<file path="config.mk">
export PLATFORM = sky130hd
export DESIGN_NAME = frame_loader
export DESIGN_NICKNAME = d
export VERILOG_FILES = /design/src/rtl/frame_loader_pkg.sv /design/src/rtl/frame_loader_fifo.sv /design/src/rtl/frame_loader.sv
export SDC_FILE = /design/constraint.sdc
export NUM_CORES = 1
export LEC_CHECK = 0
export CAP_MARGIN = 30
export CORE_MARGIN = 5
export CORE_UTILIZATION = 53
export DETAILED_ROUTE_END_ITERATION = 16
export GPL_ROUTABILITY_DRIVEN = 0
export PLACE_DENSITY_LB_ADDON = 0.1
export SLEW_MARGIN = 0
export SYNTH_ARGS = -nofsm -noshare
export SYNTH_HDL_FRONTEND = slang
export SYNTH_SLANG_ARGS = --single-unit
</file>
<file path="constraint.sdc">
create_clock -name clk -period 2.6 [get_ports clk]
set_input_delay 0.52 -clock clk [delete_from_list [all_inputs] [get_ports clk]]
set_output_delay 0.52 -clock clk [all_outputs]
set_load 0.02 [all_outputs]
</file>
<file path="src/rtl/frame_loader_pkg.sv">
// Shared constants and types for the Viterbi input-stage frame loader.
package frame_loader_pkg;

    localparam int unsigned FRAME_W      = 16;
    localparam int unsigned SLICES_RATE2 = 4;
    localparam int unsigned SLICES_RATE3 = 2;

    localparam logic CODE_RATE_2 = 1'b0;
    localparam logic CODE_RATE_3 = 1'b1;

    typedef enum logic [0:0] {
        StIdle,
        StIssue
    } loader_state_e;

    // Initial slice counter value for a frame popped at the given rate.
    function automatic logic [1:0] slice_max(input logic code_rate);
        return (code_rate == CODE_RATE_3) ? 2'(SLICES_RATE3 - 1) : 2'(SLICES_RATE2 - 1);
    endfunction

endpackage

</file>
<file path="src/rtl/frame_loader_fifo.sv">
// Small synchronous FIFO holding {last, data} frame words for the loader.
module frame_fifo #(
    parameter int unsigned WIDTH = 17,
    parameter int unsigned DEPTH = 2
) (
    input  logic                     clk,
    input  logic                     rst,
    input  logic                     i_push,
    input  logic [WIDTH-1:0]         i_wdata,
    input  logic                     i_pop,
    output logic [WIDTH-1:0]         o_rdata,
    output logic                     o_full,
    output logic                     o_empty,
    output logic [$clog2(DEPTH):0]   o_count
);

    localparam int unsigned PtrW = $clog2(DEPTH);
    localparam int unsigned CntW = PtrW + 1;
    localparam logic [PtrW-1:0] PtrOne = PtrW'(1);
    localparam logic [CntW-1:0] CntOne = CntW'(1);
    localparam logic [CntW-1:0] CntFull = CntW'(DEPTH);

    logic [WIDTH-1:0] mem_q [DEPTH];
    logic [WIDTH-1:0] mem_d [DEPTH];
    logic [PtrW-1:0]  wr_ptr_q, wr_ptr_d;
    logic [PtrW-1:0]  rd_ptr_q, rd_ptr_d;
    logic [CntW-1:0]  count_q, count_d;
    logic             not_full_q, not_full_d;

    always_comb begin
        mem_d    = mem_q;
        wr_ptr_d = wr_ptr_q;
        rd_ptr_d = rd_ptr_q;
        count_d  = count_q;
        if (i_push) begin
            mem_d[wr_ptr_q] = i_wdata;
            wr_ptr_d        = wr_ptr_q + PtrOne;
        end
        if (i_pop) begin
            rd_ptr_d = rd_ptr_q + PtrOne;
        end
        case ({i_push, i_pop})
            2'b10:   count_d = count_q + CntOne;
            2'b01:   count_d = count_q - CntOne;
            default: count_d = count_q;
        endcase
        not_full_d = (count_d != CntFull);
    end

    // Full flag is registered so upstream ready has no path from the pop decision.
    always_ff @(posedge clk or negedge rst) begin
        if (!rst) begin
            mem_q      <= '{default: '0};
            wr_ptr_q   <= '0;
            rd_ptr_q   <= '0;
            count_q    <= '0;
            not_full_q <= 1'b0;
        end else begin
            mem_q      <= mem_d;
            wr_ptr_q   <= wr_ptr_d;
            rd_ptr_q   <= rd_ptr_d;
            count_q    <= count_d;
            not_full_q <= not_full_d;
        end
    end

    assign o_rdata = mem_q[rd_ptr_q];
    assign o_full  = !not_full_q;
    assign o_empty = (count_q == '0);
    assign o_count = count_q;

endmodule

</file>
<file path="src/rtl/frame_loader.sv">
// Viterbi input stage: buffers received words and issues each frame to the
// slicer as a burst of slice enables with start-of-frame / end-of-block marks.
module frame_loader #(
    parameter int unsigned FRAME_W    = 16,
    parameter int unsigned FIFO_DEPTH = 2
) (
    input  logic               clk,
    input  logic               rst,
    input  logic               i_code_rate,
    input  logic               i_valid,
    output logic               o_ready,
    input  logic [FRAME_W-1:0] i_data,
    input  logic               i_last,
    output logic [FRAME_W-1:0] o_data_frame,
    output logic               o_en_s,
    output logic               o_sof,
    output logic               o_eob,
    output logic               o_busy
);

    import frame_loader_pkg::*;

    loader_state_e             state_q, state_d;
    logic [1:0]                cnt_q, cnt_d;
    logic [1:0]                max_q, max_d;
    logic [FRAME_W-1:0]        data_q, data_d;
    logic                      last_q, last_d;

    logic                      fifo_push, fifo_pop, fifo_full, fifo_empty;
    logic [FRAME_W:0]          fifo_rdata;
    logic [$clog2(FIFO_DEPTH):0] fifo_count;

    assign fifo_push = i_valid && o_ready;

    frame_fifo #(
        .WIDTH (FRAME_W + 1),
        .DEPTH (FIFO_DEPTH)
    ) u_fifo (
        .clk     (clk),
        .rst     (rst),
        .i_push  (fifo_push),
        .i_wdata ({i_last, i_data}),
        .i_pop   (fifo_pop),
        .o_rdata (fifo_rdata),
        .o_full  (fifo_full),
        .o_empty (fifo_empty),
        .o_count (fifo_count)
    );

    always_comb begin
        state_d  = state_q;
        cnt_d    = cnt_q;
        max_d    = max_q;
        data_d   = data_q;
        last_d   = last_q;
        fifo_pop = 1'b0;
        unique case (state_q)
            StIdle: begin
                if (!fifo_empty) begin
                    fifo_pop = 1'b1;
                    state_d  = StIssue;
                end
            end
            StIssue: begin
                if (cnt_q == 2'd0) begin
                    // Chain straight into the next frame so en_s has no bubble.
                    if (!fifo_empty) begin
                        fifo_pop = 1'b1;
                    end else begin
                        state_d = StIdle;
                    end
                end else begin
                    cnt_d = cnt_q - 2'd1;
                end
            end
            default: state_d = StIdle;
        endcase
        if (fifo_pop) begin
            data_d = fifo_rdata[FRAME_W-1:0];
            last_d = fifo_rdata[FRAME_W];
            max_d  = slice_max(i_code_rate);
            cnt_d  = slice_max(i_code_rate);
        end
    end

    always_ff @(posedge clk or negedge rst) begin
        if (!rst) begin
            state_q <= StIdle;
            cnt_q   <= '0;
            max_q   <= '0;
            data_q  <= '0;
            last_q  <= 1'b0;
        end else begin
            state_q <= state_d;
            cnt_q   <= cnt_d;
            max_q   <= max_d;
            data_q  <= data_d;
            last_q  <= last_d;
        end
    end

    assign o_ready      = !fifo_full;
    assign o_data_frame = data_q;
    assign o_en_s       = (state_q == StIssue);
    assign o_sof        = o_en_s && (cnt_q == max_q);
    assign o_eob        = o_en_s && (cnt_q == 2'd0) && last_q;
    assign o_busy       = o_en_s || (fifo_count != '0);

endmodule

</file>
==> flow_summary.json <==
{
  "cts_sinks": 61,
  "overflow": 0,
  "path_clk_slew_ps": 70,
  "drt-total-wl_mm": 5.09,
  "final.setup_skew_ps": 7.46,
  "synthToLayoutAreaGrowth_pct": 23.9,
  "hold_viol": 0,
  "die_w_um": 80.2,
  "pwr_density_cell_nw_per_um2": 1320,
  "cts_setup_buffers": 0,
  "r2r_end": "u_fifo.not_full_q$_DFF_PN0_",
  "grt_max_degree": 24,
  "ant_nets": 0,
  "vias": 1714,
  "grt_pass1_vias": 1905,
  "synth_cells": 197,
  "drtPass1Iterations": 4,
  "ys_ff_latch": 61,
  "grt_pass1_wl_mm": 8.72,
  "crit_required_ps": 2080,
  "rsz0062_at_grt": "false",
  "crit_start": "cnt_q[0]$_DFFE_PN0P_",
  "vdd_drop_max_v": 0.000678,
  "setup-tns-final_ps": 0,
  "synth_area_leaders": "dfrtp_1 (58%), mux2_2 (11%), o21ai_0 (7.3%)",
  "cp.arrival_ps": 1740,
  "htree_levels": 3,
  "max_slew_margin": 0.641,
  "pin_count": 42,
  "yosysWarnings": 0,
  "period_needed_ps": 2260,
  "synth_top_area_share": 0.585,
  "clk_path_buf_depth": 2,
  "dp_hpwl_mm": 3.48,
  "core_area_um2": 4750,
  "rrSetupSlack_ps": 800,
  "status": "complete, no violations",
  "numCtsBuffers": 9,
  "wl_per_cell_um": 16.2,
  "worst_pin_slew_ps": 537,
  "cp-end-kind": "output pin",
  "maxSlewViolCount": 0,
  "syn_area_per_cell_um2": 13.2,
  "rows": 25,
  "start_kind": "flip-flop",
  "ctsHoldBuffers": 0,
  "grt_usage": 0.181,
  "via_per_inst": 5.46,
  "min_period_over_period": 0.871,
  "cts_tree": "built",
  "antennaDiodeCount": 0,
  "drc": 0,
  "fp.dieH_um": 80.2,
  "synth.net_count": 220,
  "drive_gt1_frac": 0.231,
  "portBuffers": 41,
  "min_path_type": "input port to async pin",
  "final_util": 0.680,
  "nets": 266,
  "grt_antenna_before_repair": 0,
  "synthDistinctLibCells": 29,
  "cap_violations": 0,
  "setup_viol": 0,
  "clkLatencyLatePin_ps": 330,
  "rr_startpoint": "cnt_q[0]$_DFFE_PN0P_",
  "die-area_um2": 6430,
  "p_leak_nw": 1.44,
  "cts_repair_resize_count": 0,
  "initialDrtViolationCount": 44,
  "syn-cell-area_um2": 2610,
  "start_util": 0.549,
  "clockRootBuffer": "clkbuf_8",
  "fmaxAchievable_ghz": 0.442,
  "r2r_cells": 9,
  "path_class": "flip-flop to output pin",
  "cp_max_fo": 4,
  "yosysSeqAreaShare": 0.585,
  "yosys.area.top_type": "dfrtp_1",
  "crit_end": "o_eob"
}
-- state kept, by name, indices dropped and copies added (netlist names) --
signal             count
u_fifo.wr_ptr_q        1
u_fifo.not_full_q      1
last_q                 1
o_en_s                 1
max_q                  2
u_fifo.o_count         2
cnt_q                  2
o_data_frame          16
u_fifo.mem_q          34
u_fifo.rd_ptr_q        1
-- cells by family (layout without fill, tap and decap cells) --
family	after synthesis	after routing	synth area share
xor+xnor	6	6	0.0201
simple gates	18	18	0.0403
flops	61	61	0.585
fa+ha+maj	2	2	0.00959
compound gates	42	42	0.0820
buf+inv	17	67	0.0383
mux	51	51	0.225
-- cell usage after synthesis (all sizes together) --
| library cell | n |
|---|---|
| dfrtp | 61 |
| o21ai | 38 |
| mux2 | 34 |
| mux2i | 17 |
| buf | 8 |
| clkbuf | 5 |
| xnor2 | 5 |
| inv | 4 |
| nand2 | 4 |
| a21oi | 3 |
| and3 | 2 |
| ha | 2 |
| nand2b | 2 |
| nor2 | 2 |
| or2 | 2 |
| or3 | 2 |
| a32oi | 1 |
| nand3 | 1 |
| nand3b | 1 |
| nor2b | 1 |
| nor4 | 1 |
| xor2 | 1 |
-- worst min path at each step --
stage,from,to,slack [ps],cells after the start
after floorplan,rst,cnt_q[0]$_DFFE_PN0P_,220,0
after global placement,max_q[0]$_DFFE_PN0N_,max_q[0]$_DFFE_PN0N_,470,1
after detailed placement,u_fifo.mem_q[6]$_DFFE_PN0P_,u_fifo.mem_q[6]$_DFFE_PN0P_,490,1
after CTS,rst,o_data_frame[0]$_DFFE_PN0N_,150,1
after global routing,rst,o_data_frame[0]$_DFFE_PN0N_,170,1
final,rst,o_data_frame[0]$_DFFE_PN0N_,140,1
-- per-layer routing --
metal	wire (um)	track usage	share of wire
met1	2100	0.211	0.41
met2	2650	0.309	0.52
met3	209	0.0348	0.041
met4	125	0.105	0.025
met5	0	0	0
-- area by class of cell --
class / count / area, um^2
Multi-Input combinational cell: 119 / 983
Timing Repair Buffer: 48 / 465
Tap cell: 67 / 83.8
Fill cell: 353 / 1520
Clock inverter: 2 / 10.0
Clock buffer: 13 / 149
Inverter: 4 / 15.0
Sequential cell: 61 / 1530
-- power breakdown --
part / switching (mW) / internal (mW) / total [mW]
clock: 0.329 / 0.364 / 0.693
sequential: 0.301 / 1.43 / 1.73
combinational: 0.875 / 0.961 / 1.84
-- per-stage QoR --
stage | power (mW) | hold slack, ps | cell area, um^2 | cells | worst slack [ps]
finish | 4.26 | 135 | 3230 | 314 | 336
global route | 4.55 | 167 | 3230 | 314 | 269
CTS | 4.29 | 155 | 3220 | 313 | 334
detailed placement | 3.59 | 494 | 3060 | 298 | 179
global placement | 3.49 | 472 | 3060 | 298 | 189
floorplan | 2.97 | 224 | 2610 | 197 | 688
-- critical path, cell delays in order, from the launching register on --
cell and delay (ps):
dfrtp_1 420, inv_1 70, ha_1 160, and3_1 160
clkdlybuf4s50_1 600
-- cell usage in the layout (no fill, tap or decap), types with 3 or more instances in the layout --
master,netlist,final
xnor2_1,5,5
mux2_2,25,25
nand2_1,3,3
clkdlybuf4s50_1,0,40
mux2i_1,17,17
dfrtp_1,61,61
inv_1,4,4
clkbuf_8,0,10
o21ai_0,38,38
a21oi_1,3,3
buf_4,1,6
clkbuf_1,3,3
mux2_4,9,9
Power figures use the tool's default switching activity.
